## config.mk

```make
export PLATFORM = sky130hd
export DESIGN_NAME = kf76489_register_sequencer_flat
export DESIGN_NICKNAME = d
export VERILOG_FILES = /design/src/rtl/kf76489_pkg.sv /design/src/rtl/kf76489_register_sequencer_if.sv /design/src/rtl/kf76489_register_sequencer.sv /design/src/flat_wrapper.sv
export SDC_FILE = /design/constraint.sdc
export NUM_CORES = 1
export LEC_CHECK = 0
export ABC_AREA = 1
export CORE_MARGIN = 5
export CORE_UTILIZATION = 25
export CTS_CLUSTER_SIZE = 20
export DETAILED_ROUTE_END_ITERATION = 7
export PLACE_DENSITY = 0.45
export SETUP_SLACK_MARGIN = 0.4
export SLEW_MARGIN = 20
export SYNTH_ARGS = -nofsm -noshare
export SYNTH_HDL_FRONTEND = slang
export SYNTH_SLANG_ARGS = --single-unit
```

## constraint.sdc

```tcl
create_clock -name clock -period 1.5 [get_ports clock]
set_input_delay 0.225 -clock clock [delete_from_list [all_inputs] [get_ports clock]]
set_output_delay 0.225 -clock clock [all_outputs]
set_load 0.03 [all_outputs]
```

## src/rtl/kf76489_pkg.sv

```systemverilog
// Shared types and constants for the KF76489 register sequencer: FSM states, channel codes
// and register-type bit.
package kf76489_pkg;

  localparam int unsigned DEFAULT_READY_CYCLES = 32;

  typedef enum logic [1:0] {
    StIdle,
    StStrobe,
    StBusy,
    StRelease
  } state_e;

  typedef enum logic [1:0] {
    ChTone0 = 2'd0,
    ChTone1 = 2'd1,
    ChTone2 = 2'd2,
    ChNoise = 2'd3
  } channel_e;

  typedef enum logic {
    RegFreq  = 1'b0,
    RegAtten = 1'b1
  } reg_type_e;

  // One-hot tone select; the noise channel maps to no tone bit.
  function automatic logic [2:0] tone_onehot(channel_e ch);
    tone_onehot = (ch == ChNoise) ? 3'b000 : (3'b001 << ch);
  endfunction

endpackage

```

## src/rtl/kf76489_register_sequencer_if.sv

```systemverilog
// CPU-side pin bundle of the KF76489: chip select, write strobe, data byte and READY.
interface kf76489_register_sequencer_if;
  logic       chip_enable_n;
  logic       write_enable_n;
  logic [7:0] data_bus;
  logic       ready;

  modport master (output chip_enable_n, output write_enable_n, output data_bus, input ready);
  modport slave  (input chip_enable_n, input write_enable_n, input data_bus, output ready);
endinterface

```

## src/rtl/kf76489_register_sequencer.sv

```systemverilog
// Captures CPU writes, decodes the SN76489 latch/data protocol into one-clock generator write
// strobes, and holds READY low for READY_CYCLES chip-clock enables per write.
module kf76489_register_sequencer
  import kf76489_pkg::*;
#(
  parameter int unsigned READY_CYCLES = DEFAULT_READY_CYCLES
) (
  input  logic                              clock,
  input  logic                              reset,
  input  logic                              clock_enable,
  kf76489_register_sequencer_if.slave       bus,
  output logic [7:0]                        internal_data_bus,
  output logic [2:0]                        write_tone_frequency_low,
  output logic [2:0]                        write_tone_frequency_high,
  output logic [2:0]                        write_tone_attenuation,
  output logic                              write_noise_control,
  output logic                              write_noise_attenuation,
  output logic [2:0]                        latched_register
);

  localparam int unsigned CntW = (READY_CYCLES > 1) ? $clog2(READY_CYCLES) : 1;
  localparam logic [CntW-1:0] LastCnt = CntW'(READY_CYCLES - 1);

  state_e          state;
  logic            ready_q;
  logic [CntW-1:0] busy_cnt;

  logic      request;
  logic      is_latch;
  channel_e  cmd_ch, lat_ch;
  reg_type_e cmd_type, lat_type;

  logic [2:0] freq_low_d, freq_high_d, tone_att_d;
  logic       noise_ctl_d, noise_att_d;

  assign request  = !bus.chip_enable_n && !bus.write_enable_n;
  assign is_latch = bus.data_bus[0];
  // D1 is the channel MSB, so the bus bits are reversed relative to their weight.
  assign cmd_ch   = channel_e'({bus.data_bus[1], bus.data_bus[2]});
  assign cmd_type = reg_type_e'(bus.data_bus[3]);
  assign lat_ch   = channel_e'(latched_register[2:1]);
  assign lat_type = reg_type_e'(latched_register[0]);
  assign bus.ready = ready_q;

  always_comb begin
    freq_low_d  = 3'b000;
    freq_high_d = 3'b000;
    tone_att_d  = 3'b000;
    noise_ctl_d = 1'b0;
    noise_att_d = 1'b0;
    if (is_latch) begin
      if (cmd_ch == ChNoise) begin
        noise_ctl_d = (cmd_type == RegFreq);
        noise_att_d = (cmd_type == RegAtten);
      end else if (cmd_type == RegAtten) begin
        tone_att_d = tone_onehot(cmd_ch);
      end else begin
        freq_low_d = tone_onehot(cmd_ch);
      end
    end else if (lat_type == RegFreq) begin
      // Data bytes only extend tone frequencies; noise control and attenuation ignore them.
      freq_high_d = tone_onehot(lat_ch);
    end
  end

  always_ff @(posedge clock) begin
    if (reset) begin
      state                     <= StRelease;
      ready_q                   <= 1'b1;
      busy_cnt                  <= '0;
      internal_data_bus         <= 8'h00;
      latched_register          <= 3'b000;
      write_tone_frequency_low  <= 3'b000;
      write_tone_frequency_high <= 3'b000;
      write_tone_attenuation    <= 3'b000;
      write_noise_control       <= 1'b0;
      write_noise_attenuation   <= 1'b0;
    end else begin
      write_tone_frequency_low  <= 3'b000;
      write_tone_frequency_high <= 3'b000;
      write_tone_attenuation    <= 3'b000;
      write_noise_control       <= 1'b0;
      write_noise_attenuation   <= 1'b0;
      case (state)
        StIdle: begin
          if (request) begin
            internal_data_bus         <= bus.data_bus;
            if (is_latch) begin
              latched_register <= {bus.data_bus[1], bus.data_bus[2], bus.data_bus[3]};
            end
            write_tone_frequency_low  <= freq_low_d;
            write_tone_frequency_high <= freq_high_d;
            write_tone_attenuation    <= tone_att_d;
            write_noise_control       <= noise_ctl_d;
            write_noise_attenuation   <= noise_att_d;
            ready_q                   <= 1'b0;
            state                     <= StStrobe;
          end
        end
        StStrobe: begin
          busy_cnt <= '0;
          state    <= StBusy;
        end
        StBusy: begin
          if (clock_enable) begin
            if (busy_cnt == LastCnt) begin
              busy_cnt <= '0;
              ready_q  <= 1'b1;
              state    <= StRelease;
            end else begin
              busy_cnt <= busy_cnt + 1'b1;
            end
          end
        end
        StRelease: begin
          if (!request) begin
            state <= StIdle;
          end
        end
        default: begin
          ready_q <= 1'b1;
          state   <= StRelease;
        end
      endcase
    end
  end

endmodule

```

## src/flat_wrapper.sv

```systemverilog
// flat-port wrapper written by rule: the top's interface ports become plain ports
module kf76489_register_sequencer_flat import kf76489_pkg::*;
#(
  parameter int unsigned READY_CYCLES = DEFAULT_READY_CYCLES
)
  (clock, reset, clock_enable, internal_data_bus, write_tone_frequency_low, write_tone_frequency_high, write_tone_attenuation, write_noise_control, write_noise_attenuation, latched_register, bus_chip_enable_n, bus_write_enable_n, bus_data_bus, bus_ready);
  kf76489_register_sequencer_if bus_i ();
  input  logic clock;
  input  logic reset;
  input  logic clock_enable;
  output logic [7:0] internal_data_bus;
  output logic [2:0] write_tone_frequency_low;
  output logic [2:0] write_tone_frequency_high;
  output logic [2:0] write_tone_attenuation;
  output logic write_noise_control;
  output logic write_noise_attenuation;
  output logic [2:0] latched_register;
  input wire logic [$bits(bus_i.chip_enable_n)-1:0] bus_chip_enable_n;
  input wire logic [$bits(bus_i.write_enable_n)-1:0] bus_write_enable_n;
  input wire logic [$bits(bus_i.data_bus)-1:0] bus_data_bus;
  output wire logic [$bits(bus_i.ready)-1:0] bus_ready;
  assign bus_i.chip_enable_n = bus_chip_enable_n;
  assign bus_i.write_enable_n = bus_write_enable_n;
  assign bus_i.data_bus = bus_data_bus;
  assign bus_ready = bus_i.ready;
  kf76489_register_sequencer #(.READY_CYCLES(READY_CYCLES)) u_core (.clock(clock), .reset(reset), .clock_enable(clock_enable), .bus(bus_i), .internal_data_bus(internal_data_bus), .write_tone_frequency_low(write_tone_frequency_low), .write_tone_frequency_high(write_tone_frequency_high), .write_tone_attenuation(write_tone_attenuation), .write_noise_control(write_noise_control), .write_noise_attenuation(write_noise_attenuation), .latched_register(latched_register));
endmodule
```

**Word level (Yosys, flattened, before mapping)**

Index checks and enable logic that the tools add are counted.

- Reduce and logical (&&, ||, !) cells: 15
- Multiplexer cells: 12
- Equal/unequal tests: 10
- Bitwise gates (word level): 5
- Add/subtract/negate cells: 1
- Shifts and indexed selects: 2

Operators with widths:

| kind | number |
|---|---|
| $reduce_or A6 Y1 | 3 |
| $mux W5 | 2 |
| $pmux W5 S2 | 1 |
| $eq A2 B2 Y1 const B | 4 |
| $mux W2 | 4 |
| $pmux W2 S4 | 1 |
| $reduce_and A4 Y1 | 2 |
| $shl A1 B2 Y3 const A | 2 |
| $add A5 B1 Y5 const B | 1 |
| $eq A5 B5 Y1 const B | 1 |
| $not A1 Y1 | 5 |
| $reduce_or A5 Y1 | 1 |
| $ne A2 B1 Y1 const B | 2 |
| $ne A2 B2 Y1 const B | 2 |
| $reduce_and A2 Y1 | 2 |
| $reduce_bool A2 Y1 | 2 |
| $mux W1 | 3 |
| $reduce_and A3 Y1 | 1 |
| $eq A2 B1 Y1 const B | 1 |
| $logic_not A1 Y1 | 2 |
| $logic_not A2 Y1 | 1 |
| $pmux W1 S2 | 1 |
| $logic_and A1 B1 Y1 | 1 |

- Logic and storage cells: 55
- Bits of input ports: 13
- Bits in registers: 30
- Output and inout bits: 23

**Logic depth before layout (Yosys ltp)**

- Word-level depth: 4
- Depth in mapped cells: 9
- Depth with buffers taken out: 9

**Least setup slack after synthesis**

OpenSTA, ideal clock, no wires.

- Kind: register to register
- From: register u_core.busy_cnt[0]
- To: register u_core.state[0]
- Data arrival time: 1.179 ns
- Cell stages (with the launch flop): 10
- Required time: 1.380 ns
- Setup time: 0.120 ns
- Path slack: 0.201 ns
- Buffers on the path: 0
- Period minus slack after synthesis: 1.299 ns
- Cells stage by stage: dfxtp_1 ha_1 nand2_1 nor2_1 ha_1 nor2_4 nor2_4 nand2_1 nand2_1 nand3_1

- Cells in the longest elaborated chain, start to end: 3

RTL lines:

| element | RTL line | source |
|---|---|---|
| start: declaration | kf76489_register_sequencer.sv:26 | `logic [CntW-1:0] busy_cnt;` |
| start signal: assignment | kf76489_register_sequencer.sv:111 | `busy_cnt <= busy_cnt + 1'b1;` |
| $eq A5 B5 Y1 | kf76489_register_sequencer.sv:106 | `if (busy_cnt == LastCnt) begin` |
| $ne A2 B1 Y1 (no line) | -- |  |
| $reduce_and A4 Y1 (no line) | -- |  |
| end signal: assignment | kf76489_register_sequencer.sv:102 | `state <= StBusy;` |
| end signal: assignment | kf76489_register_sequencer.sv:109 | `state <= StRelease;` |
| end signal: assignment | kf76489_register_sequencer.sv:117 | `state <= StIdle;` |
| end: declaration | kf76489_register_sequencer.sv:24 | `state_e state;` |

Every way passes these cells.
A chain may end at the register's enable or synchronous reset.

**Final worst setup path**

- From: register u_core.busy_cnt[0]
- To: register u_core.ready_q (netlist: u_core.bus.ready)

- Cells in the longest elaborated chain, start to end: 3

RTL lines:

| element | RTL line | source |
|---|---|---|
| $eq A5 B5 Y1 | kf76489_register_sequencer.sv:106 |  |
| $ne A2 B1 Y1 (no line) | -- |  |
| $reduce_and A4 Y1 (no line) | -- |  |
| end signal: assignment | kf76489_register_sequencer.sv:96 | `ready_q <= 1'b0;` |
| end signal: assignment | kf76489_register_sequencer.sv:108 | `ready_q <= 1'b1;` |
| end signal: assignment | kf76489_register_sequencer.sv:121 | `ready_q <= 1'b1;` |
| end: declaration | kf76489_register_sequencer.sv:25 | `logic ready_q;` |

Every way passes these cells.

==> metrics.md <==
| Metric | Value |
|---|---|
| Run status | `completed` |
| Count of nets left with antenna violations after detail routing | `0` |
| Met3 usage | `0.0329` |
| Worst-case headroom to the max-slew limit | `0.774` |
| Share of layout cells above drive strength 1 | `0.453` |
| Post-synthesis sequential area ratio | `0.471` |
| Remaining global-route overflow | `0` |
| Crit path required time | `1.65 ns` |
| Maxcap violations | `0` |
| Worst hold slack after final layout | `0.432 ns` |
| P per Cell Area | `1310 mW/mm²` |
| Post-route clock skew | `0.00162 ns` |
| Final RePlAce weighted congestion | `0.750` |
| Mean routed wirelength per cell | `12.1 µm` |
| Root buffer selected by CTS | `clkbuf_8` |
| Number of standard-cell rows in the floorplan | `26` |
| CTS Buf Count | `5` |
| Max clock buf depth | `2` |
| Critical path buffer and inverter count | `0` |
| Unrepaired setup endpoints after global routing | `yes` |
| Final-layout setup total negative slack | `0 ns` |
| Total GRT Usage | `0.110` |
| Placeable core region | `0.00504 mm²` |
| Floorplan die width | `81.5 µm` |
| Slew Viols, Final | `0` |
| Global-route wire length before repair | `5.64 mm` |
| Hold-fix buffers, CTS | `0` |
| Total iterations of the first detailed-routing run | `3` |
| Multi-input logic area | `729 µm²` |
| Final nets | `233` |
| Drt first-iter violations | `28` |
| Per-instance average area after synthesis | `8.18 µm²` |
| Worst hold path type | `primary input to flop` |
| Routed wire length | `3.43 mm` |
| Synth Cell Area | `0.00128 mm²` |
| Max Clock Freq | `0.788 GHz` |
| Initial cell density of the core | `0.253` |
| HPWL after DPL | `2.33 mm` |
| DRC | `0` |
| Leading cell types in the layout, fill and taps excluded | `dfxtp_1, nand2_1, buf_2` |
| Final hold violation count | `0` |
| Overall die height | `81.5 µm` |
| CP Cell Sequence | `ha_4, nand2_4, nor2_4, ha_4, nor2_4, nor2_4, nand2_1, nand2_1, nand3_1` |
| Critical path data arrival time | `1.42 ns` |
| Leakage power total | `0.892 nW` |
| CTS tree | `yes` |
| Most congested layer reported by global routing | `met2` |
| Tcrit/Tclk final | `0.846` |
| Worst vdd rail ir drop | `0.417 mV` |
| Synth-to-Final Area Change | `55.3%` |
| Clk Latency, worst-skew pair | `0.28 ns` |
| Antenna violations before repair | `0` |
| Total number of clock tree sinks | `30` |
| Crit path max-delay cell type | `dfxtp_2` |
| Number of synthesized register bits | `30` |
| Clock-pin slew of the registers on the worst-case setup and hold paths | `0.06 ns` |
| Grt met2 use | `0.202` |
| Number of vias per cell after detailed routing | `4.18` |
| Final-layout fill cell count | `528` |
| I/O pin count | `36` |
| Area of all sequential standard cells | `611 µm²` |
| Count of cell types in the netlist | `21` |
| Most common library cell in the layout ignoring fill and taps | `dfxtp_1` |
| Critical Path Fanout Max | `5` |
| CP peak stage delay | `0.35 ns` |
| Final Critical Period | `1.27 ns` |
| Via count of the first global-routing pass | `1255` |
| Net count after synthesis | `176` |
| Cell count after synthesis | `156` |
| Launching element type of the critical path | `flop` |
| Quantity of I/O buffers inserted on ports | `35` |
| Yosys warnings | `0` |
| Number of diodes added for antenna fixing | `0` |
| Maximum number of pins on one net before global-route repair | `16` |
| H-Tree Depth | `2` |
| Largest delay contributor family on the critical path | `simple AND/OR/NAND/NOR gates` |
| Most common cell type on the critical path | `nor2_4` |
| Number of failing setup endpoints in the final timing report | `0` |
| Via Count | `1187` |
| Die Footprint | `0.00663 mm²` |
| Transition time at the pin with the least slew margin | `0.338 ns` |
| WS Path Type | `flop to flop` |
| Met1 Use GR | `0.121` |
| Crit path capture type | `flop` |
final timing paths:
kind                            cells past startpoint               start                     endpoint  slack, ns
worst max-delay path                                9  u_core.busy_cnt[0]             u_core.bus.ready       0.23
worst min-delay path                                2               reset  u_core.internal_data_bus[3]       0.43
worst max register to register                      9  u_core.busy_cnt[0]             u_core.bus.ready       0.23
worst min register to register                      2    u_core.bus.ready             u_core.bus.ready       0.48
cell families (layout without fill, tap and decap cells):
logic type	count (synthesis)	count (layout)	synth area share
adders and majority gates	7	7	0.0686
AOI/OAI and AO/OA	24	24	0.105
buffers and inverters	21	78	0.0735
DFF	30	30	0.471
and+or+nand+nor	74	75	0.282
repair_timing:
action                                  CTS  global route
gates resized for setup                 148            15
pin swaps                                15             7
endpoints found under the setup margin   53            33
cloned                                    1             0
hold endpoints to repair                  0             0
setup buffers                             9             4
per-layer routing:
metal | wire [µm] | vias to the layer above
met5 | 0 | -
met4 | 37 | 0
met3 | 156 | 4
met2 | 1860 | 23
met1 | 1380 | 550
li1 | - | 610
registers in the layout, indices dropped and copies added (netlist names):
register                          cells
u_core.write_noise_attenuation        1
u_core.busy_cnt                       5
u_core.write_tone_attenuation         3
u_core.state                          2
u_core.write_noise_control            1
u_core.write_tone_frequency_low       3
u_core.bus.ready                      1
u_core.latched_register               3
u_core.internal_data_bus              8
u_core.write_tone_frequency_high      3
per-stage QoR:
step                      instance area, µm²  power (mW)  std cells  setup WS [ns]   util
after floorplan                         1300        1.46        156          0.246      -
after global placement                  1730        1.66        262         0.0737  0.344
after detailed placement                1730        1.67        262         0.0644  0.344
after CTS                               1930        2.58        280          0.162  0.382
after global routing                    1980        2.76        284          0.153  0.393
final                                   1980        2.60        284          0.231  0.393
synth_stat cells, drive strengths merged:
cell,number,share of area
or2,1,0.0049
a21oi,11,0.049
nand4,2,0.0098
nor2,27,0.10
buf,2,0.018
nand2,30,0.11
inv,19,0.056
nand3,10,0.039
a21o,1,0.0059
nor3,4,0.020
dfxtp,30,0.47
ha,7,0.069
o21ai,12,0.050
power breakdown:
group | switching, mW | internal, mW | leakage, nW
Combinational | 0.554 | 0.443 | 0.599
Clock | 0.290 | 0.369 | 0.0482
Sequential | 0.0672 | 0.880 | 0.245
final cells by class:
| type | count | area share |
|---|---|---|
| clock buffers | 7 | 0.0436 |
| inverters | 19 | 0.0436 |
| well taps | 70 | 0.0442 |
| multi-input cells | 106 | 0.368 |
| repair buffers | 51 | 0.190 |
| flip-flops and latches | 30 | 0.308 |
| clock inverters | 1 | 0.00253 |
(Power assumes the default switching activity.)
